===== config.mk =====
export PLATFORM = sky130hd
export DESIGN_NAME = multicycle_controller_flat
export DESIGN_NICKNAME = d
export VERILOG_FILES = /design/src/rtl/riscv_ctrl_pkg.sv /design/src/rtl/multicycle_controller_if.sv /design/src/rtl/alu_decoder.sv /design/src/rtl/multicycle_controller.sv /design/src/flat_wrapper.sv
export SDC_FILE = /design/constraint.sdc
export NUM_CORES = 1
export LEC_CHECK = 0
export CORE_MARGIN = 8
export CORE_UTILIZATION = 35
export CTS_CLUSTER_SIZE = 30
export DETAILED_ROUTE_END_ITERATION = 10
export PLACE_DENSITY = 0.78
export SYNTH_ARGS = -nofsm -noshare
export SYNTH_HDL_FRONTEND = slang
export SYNTH_SLANG_ARGS = --single-unit

===== constraint.sdc =====
create_clock -name clk -period 1.9 [get_ports clk]
set_input_delay 0.285 -clock clk [delete_from_list [all_inputs] [get_ports clk]]
set_output_delay 0.285 -clock clk [all_outputs]
set_load 0.005 [all_outputs]

===== src/rtl/riscv_ctrl_pkg.sv =====
// ---------------------------------------------------------------------------
// riscv_ctrl_pkg
// Shared definitions for the multicycle RV32I control unit. It holds the
// opcode constants, the FSM state encoding (also visible on state_dbg),
// the ALU operation encodings and the datapath mux-select constants. It also
// provides a helper that maps an opcode to its immediate format.
// ---------------------------------------------------------------------------
package riscv_ctrl_pkg;

    // RV32I base opcodes (instr[6:0])
    localparam logic [6:0] OPC_LOAD   = 7'b0000011;
    localparam logic [6:0] OPC_STORE  = 7'b0100011;
    localparam logic [6:0] OPC_BRANCH = 7'b1100011;
    localparam logic [6:0] OPC_JAL    = 7'b1101111;
    localparam logic [6:0] OPC_JALR   = 7'b1100111;
    localparam logic [6:0] OPC_OP_IMM = 7'b0010011;
    localparam logic [6:0] OPC_OP     = 7'b0110011;
    localparam logic [6:0] OPC_LUI    = 7'b0110111;
    localparam logic [6:0] OPC_AUIPC  = 7'b0010111;
    localparam logic [6:0] OPC_FENCE  = 7'b0001111;

    // Controller states; the numeric value is what state_dbg reports.
    typedef enum logic [3:0] {
        S_FETCH    = 4'd0,
        S_DECODE   = 4'd1,
        S_MEMADR   = 4'd2,
        S_MEMREAD  = 4'd3,
        S_MEMWB    = 4'd4,
        S_MEMWRITE = 4'd5,
        S_EXECR    = 4'd6,
        S_EXECI    = 4'd7,
        S_ALUWB    = 4'd8,
        S_BRANCH   = 4'd9,
        S_JAL      = 4'd10,
        S_JALR1    = 4'd11,
        S_JALR2    = 4'd12,
        S_LUI      = 4'd13,
        S_AUIPC    = 4'd14
    } state_t;

    // ALU operation encodings driven on alu_control
    localparam logic [3:0] ALU_ADD  = 4'b0000;
    localparam logic [3:0] ALU_SUB  = 4'b0001;
    localparam logic [3:0] ALU_AND  = 4'b0010;
    localparam logic [3:0] ALU_OR   = 4'b0011;
    localparam logic [3:0] ALU_XOR  = 4'b0100;
    localparam logic [3:0] ALU_SLT  = 4'b0101;
    localparam logic [3:0] ALU_SLTU = 4'b0110;
    localparam logic [3:0] ALU_SLL  = 4'b0111;
    localparam logic [3:0] ALU_SRL  = 4'b1000;
    localparam logic [3:0] ALU_SRA  = 4'b1001;

    // Class of ALU work the FSM asks the ALU decoder for
    typedef enum logic [1:0] {
        ALUOP_ADD    = 2'd0,  // address / PC arithmetic
        ALUOP_BRANCH = 2'd1,  // comparison selected by branch funct3
        ALUOP_FUNCT  = 2'd2   // R-type or I-type ALU op from funct3/funct7b5
    } alu_op_t;

    // Immediate formats (sel_ext)
    localparam logic [2:0] EXT_I = 3'b000;
    localparam logic [2:0] EXT_S = 3'b001;
    localparam logic [2:0] EXT_B = 3'b010;
    localparam logic [2:0] EXT_J = 3'b011;
    localparam logic [2:0] EXT_U = 3'b100;

    // Result mux (sel_result)
    localparam logic [1:0] RES_ALUOUT = 2'd0;
    localparam logic [1:0] RES_DATA   = 2'd1;
    localparam logic [1:0] RES_ALU    = 2'd2;

    // Memory address mux (sel_mem_addr)
    localparam logic ADDR_PC     = 1'b0;
    localparam logic ADDR_ALUOUT = 1'b1;

    // ALU source A mux (sel_alu_src_a)
    localparam logic [1:0] SRCA_PC    = 2'd0;
    localparam logic [1:0] SRCA_OLDPC = 2'd1;
    localparam logic [1:0] SRCA_AREG  = 2'd2;
    localparam logic [1:0] SRCA_ZERO  = 2'd3;

    // ALU source B mux (sel_alu_src_b)
    localparam logic [1:0] SRCB_BREG = 2'd0;
    localparam logic [1:0] SRCB_IMM  = 2'd1;
    localparam logic [1:0] SRCB_FOUR = 2'd2;
    localparam logic [1:0] SRCB_ZERO = 2'd3;

    // Immediate format implied by an opcode; unknown opcodes fall back to I.
    function automatic logic [2:0] ext_sel(input logic [6:0] opcode);
        case (opcode)
            OPC_LOAD, OPC_OP_IMM, OPC_JALR: ext_sel = EXT_I;
            OPC_STORE:                      ext_sel = EXT_S;
            OPC_BRANCH:                     ext_sel = EXT_B;
            OPC_JAL:                        ext_sel = EXT_J;
            OPC_LUI, OPC_AUIPC:             ext_sel = EXT_U;
            default:                        ext_sel = EXT_I;
        endcase
    endfunction

endpackage


===== src/rtl/multicycle_controller_if.sv =====
// ---------------------------------------------------------------------------
// multicycle_controller_if
// Bundle between the control unit and the multicycle datapath.
//   instr, zero          : datapath -> controller (latched IR, ALU zero flag)
//   sel_*, we_*, alu_*   : controller -> datapath selects and write enables
//   illegal_instr        : controller -> core, unsupported-opcode pulse
//   state_dbg            : controller -> debug, current FSM state
// Modport master is the controller side; modport slave is the datapath side.
// ---------------------------------------------------------------------------
interface multicycle_controller_if;

    logic [31:0] instr;
    logic        zero;
    logic [1:0]  sel_result;
    logic        we_rf;
    logic [2:0]  sel_ext;
    logic [3:0]  alu_control;
    logic        we_ir;
    logic        we_pc;
    logic        we_mem;
    logic        sel_mem_addr;
    logic [1:0]  sel_alu_src_a;
    logic [1:0]  sel_alu_src_b;
    logic        illegal_instr;
    logic [3:0]  state_dbg;

    modport master (
        input  instr, zero,
        output sel_result, we_rf, sel_ext, alu_control, we_ir, we_pc,
               we_mem, sel_mem_addr, sel_alu_src_a, sel_alu_src_b,
               illegal_instr, state_dbg
    );

    modport slave (
        output instr, zero,
        input  sel_result, we_rf, sel_ext, alu_control, we_ir, we_pc,
               we_mem, sel_mem_addr, sel_alu_src_a, sel_alu_src_b,
               illegal_instr, state_dbg
    );

endinterface


===== src/rtl/alu_decoder.sv =====
// ---------------------------------------------------------------------------
// alu_decoder
// Combinational map from the FSM's ALU request class plus instruction fields
// to the ALU operation code.
//   alu_op      : request class (plain add, branch compare, funct-decoded)
//   funct3      : instr[14:12]
//   funct7b5    : instr[30]
//   op5         : instr[5], 1 for R-type, 0 for I-type ALU ops
//   alu_control : ALU operation (package encoding)
// ---------------------------------------------------------------------------
module alu_decoder
    import riscv_ctrl_pkg::*;
(
    input  alu_op_t    alu_op,
    input  logic [2:0] funct3,
    input  logic       funct7b5,
    input  logic       op5,
    output logic [3:0] alu_control
);

    // NOTE: every variable written in always_comb gets a default first, so
    // no path through the case statements can infer a latch.
    always_comb begin
        alu_control = ALU_ADD;
        case (alu_op)
            ALUOP_ADD: alu_control = ALU_ADD;

            // Branches compare through the ALU; the FSM turns the zero flag
            // into a taken decision.
            ALUOP_BRANCH: begin
                case (funct3)
                    3'b000, 3'b001: alu_control = ALU_SUB;
                    3'b100, 3'b101: alu_control = ALU_SLT;
                    3'b110, 3'b111: alu_control = ALU_SLTU;
                    default:        alu_control = ALU_SUB;
                endcase
            end

            ALUOP_FUNCT: begin
                case (funct3)
                    // instr[30] is an immediate bit for ADDI, so SUB needs R-type.
                    3'b000: alu_control = (op5 && funct7b5) ? ALU_SUB : ALU_ADD;
                    3'b001: alu_control = ALU_SLL;
                    3'b010: alu_control = ALU_SLT;
                    3'b011: alu_control = ALU_SLTU;
                    3'b100: alu_control = ALU_XOR;
                    // Shifts carry funct7b5 in both R and I forms (SRA/SRAI).
                    3'b101: alu_control = funct7b5 ? ALU_SRA : ALU_SRL;
                    3'b110: alu_control = ALU_OR;
                    3'b111: alu_control = ALU_AND;
                    default: alu_control = ALU_ADD;
                endcase
            end

            default: alu_control = ALU_ADD;
        endcase
    end

endmodule


===== src/rtl/multicycle_controller.sv =====
// ---------------------------------------------------------------------------
// multicycle_controller
// Main control unit of the multicycle RV32I core. A Moore FSM sequences each
// instruction through 3-5 cycles and drives every datapath select and write
// enable. The branch PC write is Mealy, depending on the live zero flag.
//   clk  : rising-edge clock
//   rst  : synchronous, active-low reset; while low all enables and selects
//          are forced to 0 and alu_control to ADD
//   ctrl : multicycle_controller_if.master (instr/zero in, controls out)
// ---------------------------------------------------------------------------
module multicycle_controller
    import riscv_ctrl_pkg::*;
#(
    parameter state_t RESET_STATE = S_FETCH
)
(
    input logic                      clk,
    input logic                      rst,
    multicycle_controller_if.master  ctrl
);

    state_t     state_q;
    state_t     state_d;
    alu_op_t    alu_op;
    logic       taken;

    logic [6:0] opcode;
    logic [2:0] funct3;
    logic       funct7b5;

    assign opcode   = ctrl.instr[6:0];
    assign funct3   = ctrl.instr[14:12];
    assign funct7b5 = ctrl.instr[30];

    // Register fields and the upper immediate bits belong to the datapath.
    logic unused_instr_bits;
    assign unused_instr_bits = ^{ctrl.instr[31], ctrl.instr[29:15], ctrl.instr[11:7]};

    // NOTE: state flops use non-blocking assignments so every flop samples
    // pre-edge values; the reset is synchronous and only seen on an edge.
    always_ff @(posedge clk) begin
        if (!rst) begin
            state_q <= RESET_STATE;
        end else begin
            state_q <= state_d;
        end
    end

    // Branch decision from the comparison the ALU is doing this cycle.
    always_comb begin
        taken = 1'b0;
        case (funct3)
            3'b000:  taken =  ctrl.zero;  // beq  (SUB)
            3'b001:  taken = !ctrl.zero;  // bne  (SUB)
            3'b100:  taken = !ctrl.zero;  // blt  (SLT)
            3'b101:  taken =  ctrl.zero;  // bge  (SLT)
            3'b110:  taken = !ctrl.zero;  // bltu (SLTU)
            3'b111:  taken =  ctrl.zero;  // bgeu (SLTU)
            default: taken = 1'b0;        // 010/011 are not branches
        endcase
    end

    always_comb begin
        state_d            = state_q;
        alu_op             = ALUOP_ADD;
        ctrl.sel_result    = RES_ALUOUT;
        ctrl.we_rf         = 1'b0;
        ctrl.we_ir         = 1'b0;
        ctrl.we_pc         = 1'b0;
        ctrl.we_mem        = 1'b0;
        ctrl.sel_mem_addr  = ADDR_PC;
        ctrl.sel_alu_src_a = SRCA_PC;
        ctrl.sel_alu_src_b = SRCB_BREG;
        ctrl.illegal_instr = 1'b0;
        ctrl.sel_ext       = ext_sel(opcode);

        case (state_q)
            S_FETCH: begin
                ctrl.sel_mem_addr  = ADDR_PC;
                ctrl.we_ir         = 1'b1;
                ctrl.sel_alu_src_a = SRCA_PC;
                ctrl.sel_alu_src_b = SRCB_FOUR;
                ctrl.sel_result    = RES_ALU;
                ctrl.we_pc         = 1'b1;
                state_d            = S_DECODE;
            end

            // Precompute oldPC+imm into ALUOut for branches and jal.
            S_DECODE: begin
                ctrl.sel_alu_src_a = SRCA_OLDPC;
                ctrl.sel_alu_src_b = SRCB_IMM;
                case (opcode)
                    OPC_LOAD, OPC_STORE: state_d = S_MEMADR;
                    OPC_OP:              state_d = S_EXECR;
                    OPC_OP_IMM:          state_d = S_EXECI;
                    OPC_BRANCH:          state_d = S_BRANCH;
                    OPC_JAL:             state_d = S_JAL;
                    OPC_JALR:            state_d = S_JALR1;
                    OPC_LUI:             state_d = S_LUI;
                    OPC_AUIPC:           state_d = S_AUIPC;
                    OPC_FENCE:           state_d = S_FETCH;
                    default: begin
                        ctrl.illegal_instr = 1'b1;
                        state_d            = S_FETCH;
                    end
                endcase
            end

            S_MEMADR: begin
                ctrl.sel_alu_src_a = SRCA_AREG;
                ctrl.sel_alu_src_b = SRCB_IMM;
                // Only loads and stores reach here; opcode[5] tells them apart.
                state_d = opcode[5] ? S_MEMWRITE : S_MEMREAD;
            end

            S_MEMREAD: begin
                ctrl.sel_mem_addr = ADDR_ALUOUT;
                state_d           = S_MEMWB;
            end

            S_MEMWB: begin
                ctrl.sel_result = RES_DATA;
                ctrl.we_rf      = 1'b1;
                state_d         = S_FETCH;
            end

            S_MEMWRITE: begin
                ctrl.sel_mem_addr = ADDR_ALUOUT;
                ctrl.we_mem       = 1'b1;
                state_d           = S_FETCH;
            end

            S_EXECR: begin
                ctrl.sel_alu_src_a = SRCA_AREG;
                ctrl.sel_alu_src_b = SRCB_BREG;
                alu_op             = ALUOP_FUNCT;
                state_d            = S_ALUWB;
            end

            S_EXECI: begin
                ctrl.sel_alu_src_a = SRCA_AREG;
                ctrl.sel_alu_src_b = SRCB_IMM;
                alu_op             = ALUOP_FUNCT;
                state_d            = S_ALUWB;
            end

            S_ALUWB: begin
                ctrl.sel_result = RES_ALUOUT;
                ctrl.we_rf      = 1'b1;
                state_d         = S_FETCH;
            end

            // ALUOut still holds the target computed in DECODE.
            S_BRANCH: begin
                ctrl.sel_alu_src_a = SRCA_AREG;
                ctrl.sel_alu_src_b = SRCB_BREG;
                alu_op             = ALUOP_BRANCH;
                ctrl.sel_result    = RES_ALUOUT;
                ctrl.we_pc         = taken;
                state_d            = S_FETCH;
            end

            // PC <- target from ALUOut while the ALU forms the link value.
            S_JAL: begin
                ctrl.sel_result    = RES_ALUOUT;
                ctrl.we_pc         = 1'b1;
                ctrl.sel_alu_src_a = SRCA_OLDPC;
                ctrl.sel_alu_src_b = SRCB_FOUR;
                state_d            = S_ALUWB;
            end

            S_JALR1: begin
                ctrl.sel_alu_src_a = SRCA_AREG;
                ctrl.sel_alu_src_b = SRCB_IMM;
                state_d            = S_JALR2;
            end

            // Target bit 0 is passed through unchanged.
            S_JALR2: begin
                ctrl.sel_result    = RES_ALUOUT;
                ctrl.we_pc         = 1'b1;
                ctrl.sel_alu_src_a = SRCA_OLDPC;
                ctrl.sel_alu_src_b = SRCB_FOUR;
                state_d            = S_ALUWB;
            end

            S_LUI: begin
                ctrl.sel_alu_src_a = SRCA_ZERO;
                ctrl.sel_alu_src_b = SRCB_IMM;
                state_d            = S_ALUWB;
            end

            S_AUIPC: begin
                ctrl.sel_alu_src_a = SRCA_OLDPC;
                ctrl.sel_alu_src_b = SRCB_IMM;
                state_d            = S_ALUWB;
            end

            default: state_d = S_FETCH;
        endcase

        // Reset wins over any state so a write cannot leak out in the cycle
        // the reset is sampled.
        if (!rst) begin
            alu_op             = ALUOP_ADD;
            ctrl.sel_result    = RES_ALUOUT;
            ctrl.we_rf         = 1'b0;
            ctrl.we_ir         = 1'b0;
            ctrl.we_pc         = 1'b0;
            ctrl.we_mem        = 1'b0;
            ctrl.sel_mem_addr  = ADDR_PC;
            ctrl.sel_alu_src_a = SRCA_PC;
            ctrl.sel_alu_src_b = SRCB_BREG;
            ctrl.illegal_instr = 1'b0;
            ctrl.sel_ext       = EXT_I;
        end
    end

    alu_decoder u_alu_decoder (
        .alu_op      (alu_op),
        .funct3      (funct3),
        .funct7b5    (funct7b5),
        .op5         (opcode[5]),
        .alu_control (ctrl.alu_control)
    );

    assign ctrl.state_dbg = state_q;

endmodule


===== src/flat_wrapper.sv =====
// flat-port wrapper written by rule: the top's interface ports become plain ports
module multicycle_controller_flat import riscv_ctrl_pkg::*;
#(
    parameter state_t RESET_STATE = S_FETCH
)
  (clk, rst, ctrl_instr, ctrl_zero, ctrl_sel_result, ctrl_we_rf, ctrl_sel_ext, ctrl_alu_control, ctrl_we_ir, ctrl_we_pc, ctrl_we_mem, ctrl_sel_mem_addr, ctrl_sel_alu_src_a, ctrl_sel_alu_src_b, ctrl_illegal_instr, ctrl_state_dbg);
  multicycle_controller_if ctrl_i ();
  input logic clk;
  input logic rst;
  input wire logic [$bits(ctrl_i.instr)-1:0] ctrl_instr;
  input wire logic [$bits(ctrl_i.zero)-1:0] ctrl_zero;
  output wire logic [$bits(ctrl_i.sel_result)-1:0] ctrl_sel_result;
  output wire logic [$bits(ctrl_i.we_rf)-1:0] ctrl_we_rf;
  output wire logic [$bits(ctrl_i.sel_ext)-1:0] ctrl_sel_ext;
  output wire logic [$bits(ctrl_i.alu_control)-1:0] ctrl_alu_control;
  output wire logic [$bits(ctrl_i.we_ir)-1:0] ctrl_we_ir;
  output wire logic [$bits(ctrl_i.we_pc)-1:0] ctrl_we_pc;
  output wire logic [$bits(ctrl_i.we_mem)-1:0] ctrl_we_mem;
  output wire logic [$bits(ctrl_i.sel_mem_addr)-1:0] ctrl_sel_mem_addr;
  output wire logic [$bits(ctrl_i.sel_alu_src_a)-1:0] ctrl_sel_alu_src_a;
  output wire logic [$bits(ctrl_i.sel_alu_src_b)-1:0] ctrl_sel_alu_src_b;
  output wire logic [$bits(ctrl_i.illegal_instr)-1:0] ctrl_illegal_instr;
  output wire logic [$bits(ctrl_i.state_dbg)-1:0] ctrl_state_dbg;
  assign ctrl_i.instr = ctrl_instr;
  assign ctrl_i.zero = ctrl_zero;
  assign ctrl_sel_result = ctrl_i.sel_result;
  assign ctrl_we_rf = ctrl_i.we_rf;
  assign ctrl_sel_ext = ctrl_i.sel_ext;
  assign ctrl_alu_control = ctrl_i.alu_control;
  assign ctrl_we_ir = ctrl_i.we_ir;
  assign ctrl_we_pc = ctrl_i.we_pc;
  assign ctrl_we_mem = ctrl_i.we_mem;
  assign ctrl_sel_mem_addr = ctrl_i.sel_mem_addr;
  assign ctrl_sel_alu_src_a = ctrl_i.sel_alu_src_a;
  assign ctrl_sel_alu_src_b = ctrl_i.sel_alu_src_b;
  assign ctrl_illegal_instr = ctrl_i.illegal_instr;
  assign ctrl_state_dbg = ctrl_i.state_dbg;
  multicycle_controller #(.RESET_STATE(RESET_STATE)) u_core (.clk(clk), .rst(rst), .ctrl(ctrl_i));
endmodule

==> Word-level counts from Yosys, hierarchy flattened <==
Index checks and enable logic that the tools add are counted.
{ "word_totals": {"reg_bits": 4, "input_bits": 35, "out_inout_bits": 23} }
{ "classes": {"eq_ne": 33, "mux": 32, "reduce_logical": 19} }
{ "op_table": {"columns": ["cell", "count"], "rows": [
  ["4-bit case mux with 8 select lines", 2],
  ["4-bit == test (second input constant)", 7],
  ["4-bit case mux with 6 select lines", 1],
  ["7-bit by 6-bit == test with 1-bit output (second input constant)", 3],
  ["7-bit == test (second input constant)", 3],
  ["4-bit by 3-bit == test with 1-bit output (second input constant)", 4],
  ["7-bit by 5-bit == test with 1-bit output (second input constant)", 2],
  ["1-bit 2-to-1 mux", 14],
  ["2-bit OR reduction", 7],
  ["3-bit == test (second input constant)", 4],
  ["2-bit case mux with 2 select lines", 3],
  ["3-bit case mux with 4 select lines", 1],
  ["6-bit OR reduction", 2],
  ["10-bit OR reduction", 1],
  ["3-bit OR reduction", 3],
  ["4-bit by 2-bit == test with 1-bit output (second input constant)", 2],
  ["2-bit 2-to-1 mux", 4],
  ["4-bit case mux with 2 select lines", 1],
  ["7-bit by 2-bit == test with 1-bit output (second input constant)", 1],
  ["7-bit by 4-bit == test with 1-bit output (second input constant)", 1],
  ["3-bit by 2-bit == test with 1-bit output (second input constant)", 2],
  ["3-bit 2-to-1 mux", 2],
  ["2-bit case mux with 3 select lines", 1],
  ["3-bit case mux with 2 select lines", 1],
  ["11 further kinds", 12]
]} }

==> Depth between registers and ports, before layout <==
Gate-level depths: netlist of run 1.
{ "depth": {"ltp_word": 6, "depth_mapped": 7} }

==> By module <==
Synthesis of run 1 repeated with hierarchy kept, for this count alone.
{ "unflattened": {"cells_unflattened": 117, "area_unflattened_um2": 757.0} }
{ "modules_own_cells": {"columns": ["module", "instances", "cells_each", "area_each_um2"], "rows": [
  ["multicycle_controller", 1, 95, 616.8],
  ["alu_decoder", 1, 22, 140.1]
]} }

==> Worst setup path after synthesis of run 1 <==
OpenSTA, ideal clock, no wires.
{ "synth_timing": {"path_kind": "reg-to-output", "from": "reg u_core.state_q[2] (netlist: u_core.ctrl.state_dbg[2])", "to": "out ctrl_alu_control[0]", "arrival_time_ps": 1481, "required_ps": 1615, "slack_ps": 134, "path_stages_with_launch": 8, "path_cell_list": "dfxtp_1 buf_6 and2b_1 nand3_1 inv_1 ha_1 o31ai_1 a311oi_1"} }
{ "synth_between": {"elab_chain_len": 6, "elab_cells_between_ends": 9} }
{ "synth_rtl": {"columns": ["element", "line_no", "source"], "rows": [
  ["start: declaration", "multicycle_controller.sv:22", "state_t state_q;"],
  ["start signal: assignment", "multicycle_controller.sv:45", "state_q <= state_d;"],
  ["4-bit by 3-bit == test with 1-bit output", "multicycle_controller.sv:77", "case (state_q)"],
  ["2-bit OR reduction (no source line)", null, null],
  ["2-bit case mux with 2 select lines *", "multicycle_controller.sv:77", null],
  ["2-bit 2-to-1 mux *", "multicycle_controller.sv:204", "if (!rst) begin"],
  ["2-bit == test / 2-bit by 1-bit == test with 1-bit output (equally long branches)", "alu_decoder.sv:25", "case (alu_op)"],
  ["4-bit case mux with 2 select lines *", "alu_decoder.sv:25", null],
  ["end: declaration", "flat_wrapper.sv:15", "output wire logic [$bits(ctrl_i.alu_control)-1:0] ctrl_alu_control;"]
]} }
Every way passes the cells marked *; elsewhere a longest branch is shown, timed or not.

==> Final worst setup path of run 1 <==
{ "layout_timing": {"from": "reg u_core.state_q[3] (netlist: u_core.ctrl.state_dbg[3])", "to": "out ctrl_alu_control[0]"} }
The elaborated chain is that of the path after synthesis.

==> out/results.ini, run 1 <==
[outcome]
run_status = finished with violations
violations = setup timing

[detailed_routing]
wirelength_met1_um = 1330
antenna_left = 0
drc = 0
route.met2.wl_um = 1750
firstDrtPassIters = 4
maxUsedRoutingLayer = met4
wl_per_cell_um = 15.0
via_count = 1190
detail_route.vias_per_cell = 5.38
dr.first_iter.drc_count = 39
dr_wl_met3_um = 179
drt_wl_total_um = 3320

[worst_setup_path]
required_ns = 1.62
crit_fanout = 3
critPathLaunchType = flop
path_class = reg2out
critical_path.endpoint_type = output pin
arrival_ns = 1.68

[power_and_ir_drop]
p_int_w = 0.000289
clkPwrFrac_pct = 26.1
pwr_density_cell_nw_per_um2 = 274
power.total_w = 0.000443
p_switching_w = 0.000154
pwr-share-comb_pct = 53.6
ir_drop_uv = 223
pwr-share-seq_pct = 20.2
leakage_nw = 0.741
p_sw_share_pct = 34.7

[layout]
register_area_um2 = 83.8
fin_area_um2 = 1620
largest_register_ffs = 4
layout-drive-gt1-share_pct = 45.6
multi_input_area_um2 = 800
antenna-diode-count = 0
n_fill_cell = 172
nets = 232
area_growth_pct = 95.6

[clocking]
cts_root_buffer = clkbuf_4
path_clk_slew_ns = 0.05
clk-insertion-delay-late_ns = 0.24
cts.htree.levels = 1
cts_tree = yes
postCtsHoldBufs = 0
cts.sinks = 4
cts_made_buffers = 3
clockBufferDepth = 2

[run]
cap_violations = 0

[synthesis]
yosysWarnings = 0
ys_async_sr_fraction_pct = 0
synth_area_leaders = dfxtp_1 9.7%, a21oi_1 5.5%, nand2_1 5.5%
synth-seq-area-share_pct = 9.70
synth_edf_count = 0
yosysTopAreaCell = dfxtp_1
syn_nets = 158
synth.avg_cell_area_um2 = 6.82
synth_cells = 121
netlist.area_leader.share_pct = 9.70
ys_ff_latch = 4
synth.distinct_cells = 47
synth_ff_type = dfxtp_1
netlist_area_um2 = 826

[timing]
post-route-period-util_pct = 103
setup_ws_ns = -0.0612
drv_slew = 0
skew_ns = 0.00500
rsz0062_at_grt = yes
finalHoldViolCount = 0
max_freq_ghz = 0.510
maxSlewHeadroom_pct = 82.2
setup_viol = 1
period_needed_ns = 1.96
worst_pin_slew_ns = 0.267

[global_route]
grt_max_degree = 19
grt_usage_pct = 15.4
grt_pass1_vias = 1168
antenna_found_initial = 0
grt_pass1_wl_um = 5450
overflow = 0

[placed_design]
post-place-ws_ns = -0.805
gp_congestion = 0.833
numPortBuffers = 36
post-dp-hpwl_um = 2270
postPlaceCellArea_um2 = 1390

[floorplan]
fp.dieW_um = 64.6
initial_utilization_pct = 37.3
die_h_um = 64.6
io_pins = 58
core.rowCount = 17
core_um2 = 2210
dieArea_um2 = 4170

[hold_path]
hold_path.class = in2reg

==> kinds of logic after synthesis <==
| family | share of synthesized area [%] |
|---|---|
| compound gates | 26.2 |
| xor+xnor | 5.15 |
| fa+ha+maj | 3.03 |
| buf+inv | 10.8 |
| flops | 9.70 |
| mux | 2.42 |
| simple gates | 42.7 |
==> power by group through the flow <==
stage / sequential (W) / clock, W / combinational [W]
finish: 0.0000895 / 0.000116 / 0.000238
global route: 0.0000896 / 0.000124 / 0.000258
CTS: 0.0000896 / 0.000110 / 0.000226
detailed placement: 0.0000904 / 0 / 0.000224
global placement: 0.0000901 / 0 / 0.000219
floorplan: 0.0000910 / 0 / 0.0000985
==> worst max-delay path: stages, from the launching register on <==
cell      delay, ns
dfxtp_2        0.35
and2b_2        0.25
nand3_4        0.08
ha_4           0.16
buf_6          0.10
nand2b_1       0.05
a311oi_1       0.26
buf_2          0.16
==> placed cells by master (no fill, tap or decap), types with 3 or more instances in the layout <==
master,n
a21oi_1,8
buf_4,38
buf_6,5
clkbuf_2,7
clkbuf_4,3
clkdlybuf4s50_1,9
dfxtp_2,3
dlygate4sd2_1,16
inv_1,3
nand2_1,10
nand2b_1,5
nand3_1,5
nor2_1,4
nor2b_1,3
nor3_1,4
o21ai_0,4
or3_1,3
==> cell usage after synthesis, types with 3 or more instances <==
library cell	number
nand3_1	7
nor2_1	4
buf_2	5
nor3_1	6
nor3b_1	3
nand2_1	12
inv_1	5
or3_1	3
nand2b_1	5
a21oi_1	9
o21ai_0	5
nor2b_1	6
dfxtp_1	4
==> final timing paths <==
path,slack [ns],startpoint,cells past startpoint,to
worst max register to register,0.41,u_core.ctrl.state_dbg[1]$_SDFF_PN0_,6,u_core.ctrl.state_dbg[3]$_SDFF_PN0_
worst max-delay path,-0.06,u_core.ctrl.state_dbg[3]$_SDFF_PN0_,7,ctrl_alu_control[0]
worst min-delay path,0.60,rst,4,u_core.ctrl.state_dbg[0]$_SDFF_PN0_
worst min register to register,0.71,u_core.ctrl.state_dbg[1]$_SDFF_PN0_,4,u_core.ctrl.state_dbg[2]$_SDFF_PN0_
==> routing by layer <==
metal | up-vias | track usage, %
li1 | 589 | -
met1 | 559 | 16.6
met2 | 36 | 28.6
met3 | 6 | 3.78
met4 | 0 | 5.18
met5 | - | 0
==> stage by stage <==
stage	std cells	hold slack, ns	utilization, %	setup TNS, ns
3_3_place_gp	206	0.661	62.9	-5.90
4_1_cts	218	0.545	70.5	-0.0746
3_5_place_dp	206	0.671	62.9	-6.43
5_1_grt	221	0.606	73.0	-0.146
2_1_floorplan	121	0.430	-	0
6_report	221	0.598	73.0	-0.0612
==> cell type report <==
type	count	share of cell area, %
Clock buffer	3	1.39
Sequential cell	4	5.19
Inverter	5	1.16
Timing Repair Buffer	80	40.6
Tap cell	28	2.17
Multi-Input combinational cell	101	49.5
==> what timing repair did <==
action | in CTS | in global routing
setup endpoints to repair | 19 | 10
resized for setup | 65 | 24
cloned | 0 | 0
buffers inserted | 9 | 3
endpoints found under the hold margin | 0 | 0
pin swaps | 4 | 5
No activity file was read; power rests on OpenSTA's default activity.
==> run 2, diff against run 1 <==
- GPL_TIMING_DRIVEN: default -> 0
==> out/results.ini, run 2 (same netlist as run 1, synthesis figures left out) <==
[outcome]
run_status = finished with violations
violations = setup timing

[layout]
finalNonFillerCells = 202  ; -8.6%
layout_commonest_cell = dlygate4sd2_1
area_growth_pct = 83.5
nets = 213  ; -8.2%
final_cell_mix = 16 x dlygate4sd2_1, 15 x buf_4, 9 x clkdlybuf4s50_1
largest_register_ffs = 4  ; unchanged
layout-drive-gt1-share_pct = 43.7  ; -1.9 points
fin_area_um2 = 1520  ; -6.2%
antenna-diode-count = 0  ; unchanged
fin_util_pct = 68.5  ; -4.5 points

[floorplan]
initial_utilization_pct = 37.3  ; unchanged
io_pins = 58  ; unchanged
core.rowCount = 17  ; unchanged
core_um2 = 2210  ; unchanged
fp.dieW_um = 64.6  ; unchanged
die_h_um = 64.6  ; unchanged
dieArea_um2 = 4170  ; unchanged

[detailed_routing]
wl_per_cell_um = 16.3  ; +8.7%
via_count = 1143  ; -3.9%
firstDrtPassIters = 4  ; unchanged
antenna_left = 0  ; unchanged
detail_route.vias_per_cell = 5.66  ; +5.1%
drc = 0  ; unchanged
drt_wl_total_um = 3300  ; -0.66%
dr.first_iter.drc_count = 58  ; +49%

[timing]
maxSlewHeadroom_pct = 77.6  ; -4.6 points
setup_viol = 4  ; +3
rsz0062_at_grt = yes
drv_slew = 0  ; unchanged
skew_ns = 0.00259  ; -0.00241 ns
fin_setup_tns_ns = -0.388  ; -0.327 ns
worst_pin_slew_ns = 0.336  ; +0.0683 ns
post-route-period-util_pct = 108  ; +4.3 points
setup_ws_ns = -0.143  ; -0.0821 ns
finalHoldViolCount = 0  ; unchanged
max_freq_ghz = 0.489  ; -4.0%
period_needed_ns = 2.04  ; +0.0821 ns

[clocking]
clk-insertion-delay-late_ns = 0.25  ; about the same
cts_made_buffers = 3  ; unchanged
cts.sinks = 4  ; unchanged
clockBufferDepth = 2  ; unchanged
cts.htree.levels = 1  ; unchanged
cts_root_buffer = clkbuf_4
path_clk_slew_ns = 0.04  ; about the same
cts_tree = yes
postCtsHoldBufs = 0  ; unchanged

[worst_setup_path]
r2r-start = u_core.ctrl.state_dbg[3]$_SDFF_PN0_
critPathLaunchType = flop
required_ns = 1.62  ; about the same
crit_fanout = 5  ; +2
path_class = reg2out
arrival_ns = 1.76  ; +0.08 ns
critical_path.endpoint_type = output pin
critical_path.startpoint = u_core.ctrl.state_dbg[2]$_SDFF_PN0_

[placed_design]
post-dp-hpwl_um = 2050  ; -9.7%
gp_congestion = 0.829  ; -0.49%
postPlaceCellArea_um2 = 1210  ; -13%
numPortBuffers = 35  ; -2.8%
place_inst = 184  ; -11%
post-place-ws_ns = -0.872  ; -0.0665 ns

[power_and_ir_drop]
leakage_nw = 0.647  ; -13%
ir_drop_uv = 241  ; +7.9%
pwr_density_cell_nw_per_um2 = 289  ; +5.3%

[hold_path]
min_from = ctrl_instr[3]
hold_path.class = in2reg

[global_route]
antenna_found_initial = 0  ; unchanged
overflow = 0  ; unchanged
grt_usage_pct = 15.5  ; +0.040 points
grt_pass1_wl_um = 5400  ; -1.0%
grt_max_degree = 11  ; -8
grt_pass1_vias = 1156  ; -1.0%

[run]
cap_violations = 0  ; unchanged

==> run 2: cell types whose count changed in the layout (fill, tap and decap cells not counted), sizes merged <==
cell | before | now
buf | 46 | 29
clkbuf | 10 | 8
==> run 2: power breakdown <==
part / total, W / leakage (nW) / internal, W / switching [W]
registers: 0.0000896 / 0.0341 / 0.0000868 / 0.00000280
logic: 0.000228 / 0.599 / 0.000115 / 0.000113
clock network: 0.000120 / 0.0138 / 0.0000716 / 0.0000483
==> run 2: critical path, cell delays in order (launching register included) <==
cell	delay, ns
dfxtp_4	0.34
buf_6	0.13
and2b_2	0.24
nand3_4	0.09
inv_2	0.08
ha_4	0.17
nand2b_4	0.06
a311oi_2	0.24
buf_2	0.16
==> run 2: layout make-up <==
cell class | count | area, um^2
plain buffers | 11 | 100
clock buffers | 3 | 22.5
fillers | 196 | 697
inverters | 5 | 18.8
multi-input cells | 101 | 838
flip-flops and latches | 4 | 86.3
well taps | 28 | 35.0
repair buffers | 50 | 414
==> run 2: what timing repair did <==
action | in CTS | in global routing
resized for setup | 89 | 14
setup endpoints to repair | 19 | 11
pin swaps | 12 | 7
setup buffers | 12 | 4
==> run 2: path summary, 6_finish.rpt <==
check	cells after the start	end	slack, ns
worst min register to register	3	u_core.ctrl.state_dbg[0]$_SDFF_PN0_	0.70
worst min-delay path	3	u_core.ctrl.state_dbg[0]$_SDFF_PN0_	0.47
worst max register to register	7	u_core.ctrl.state_dbg[3]$_SDFF_PN0_	0.45
worst max-delay path	8	ctrl_alu_control[0]	-0.14
==> run 2: stage by stage <==
step | power [W] | hold WS [ns]
after floorplan | 0.000190 | 0.430
after global placement | 0.000274 | 0.712
after detailed placement | 0.000279 | 0.730
after CTS | 0.000419 | 0.461
after global routing | 0.000458 | 0.502
final | 0.000438 | 0.469
==> run 2: metal layers <==
metal	up-vias	part of all wire [%]	track usage (%)
met1	538	40	16.7
met4	0	2.1	7.63
met3	9	7.9	5.15
met2	45	49	26.5
met5	-	0	0
li1	551	-	-
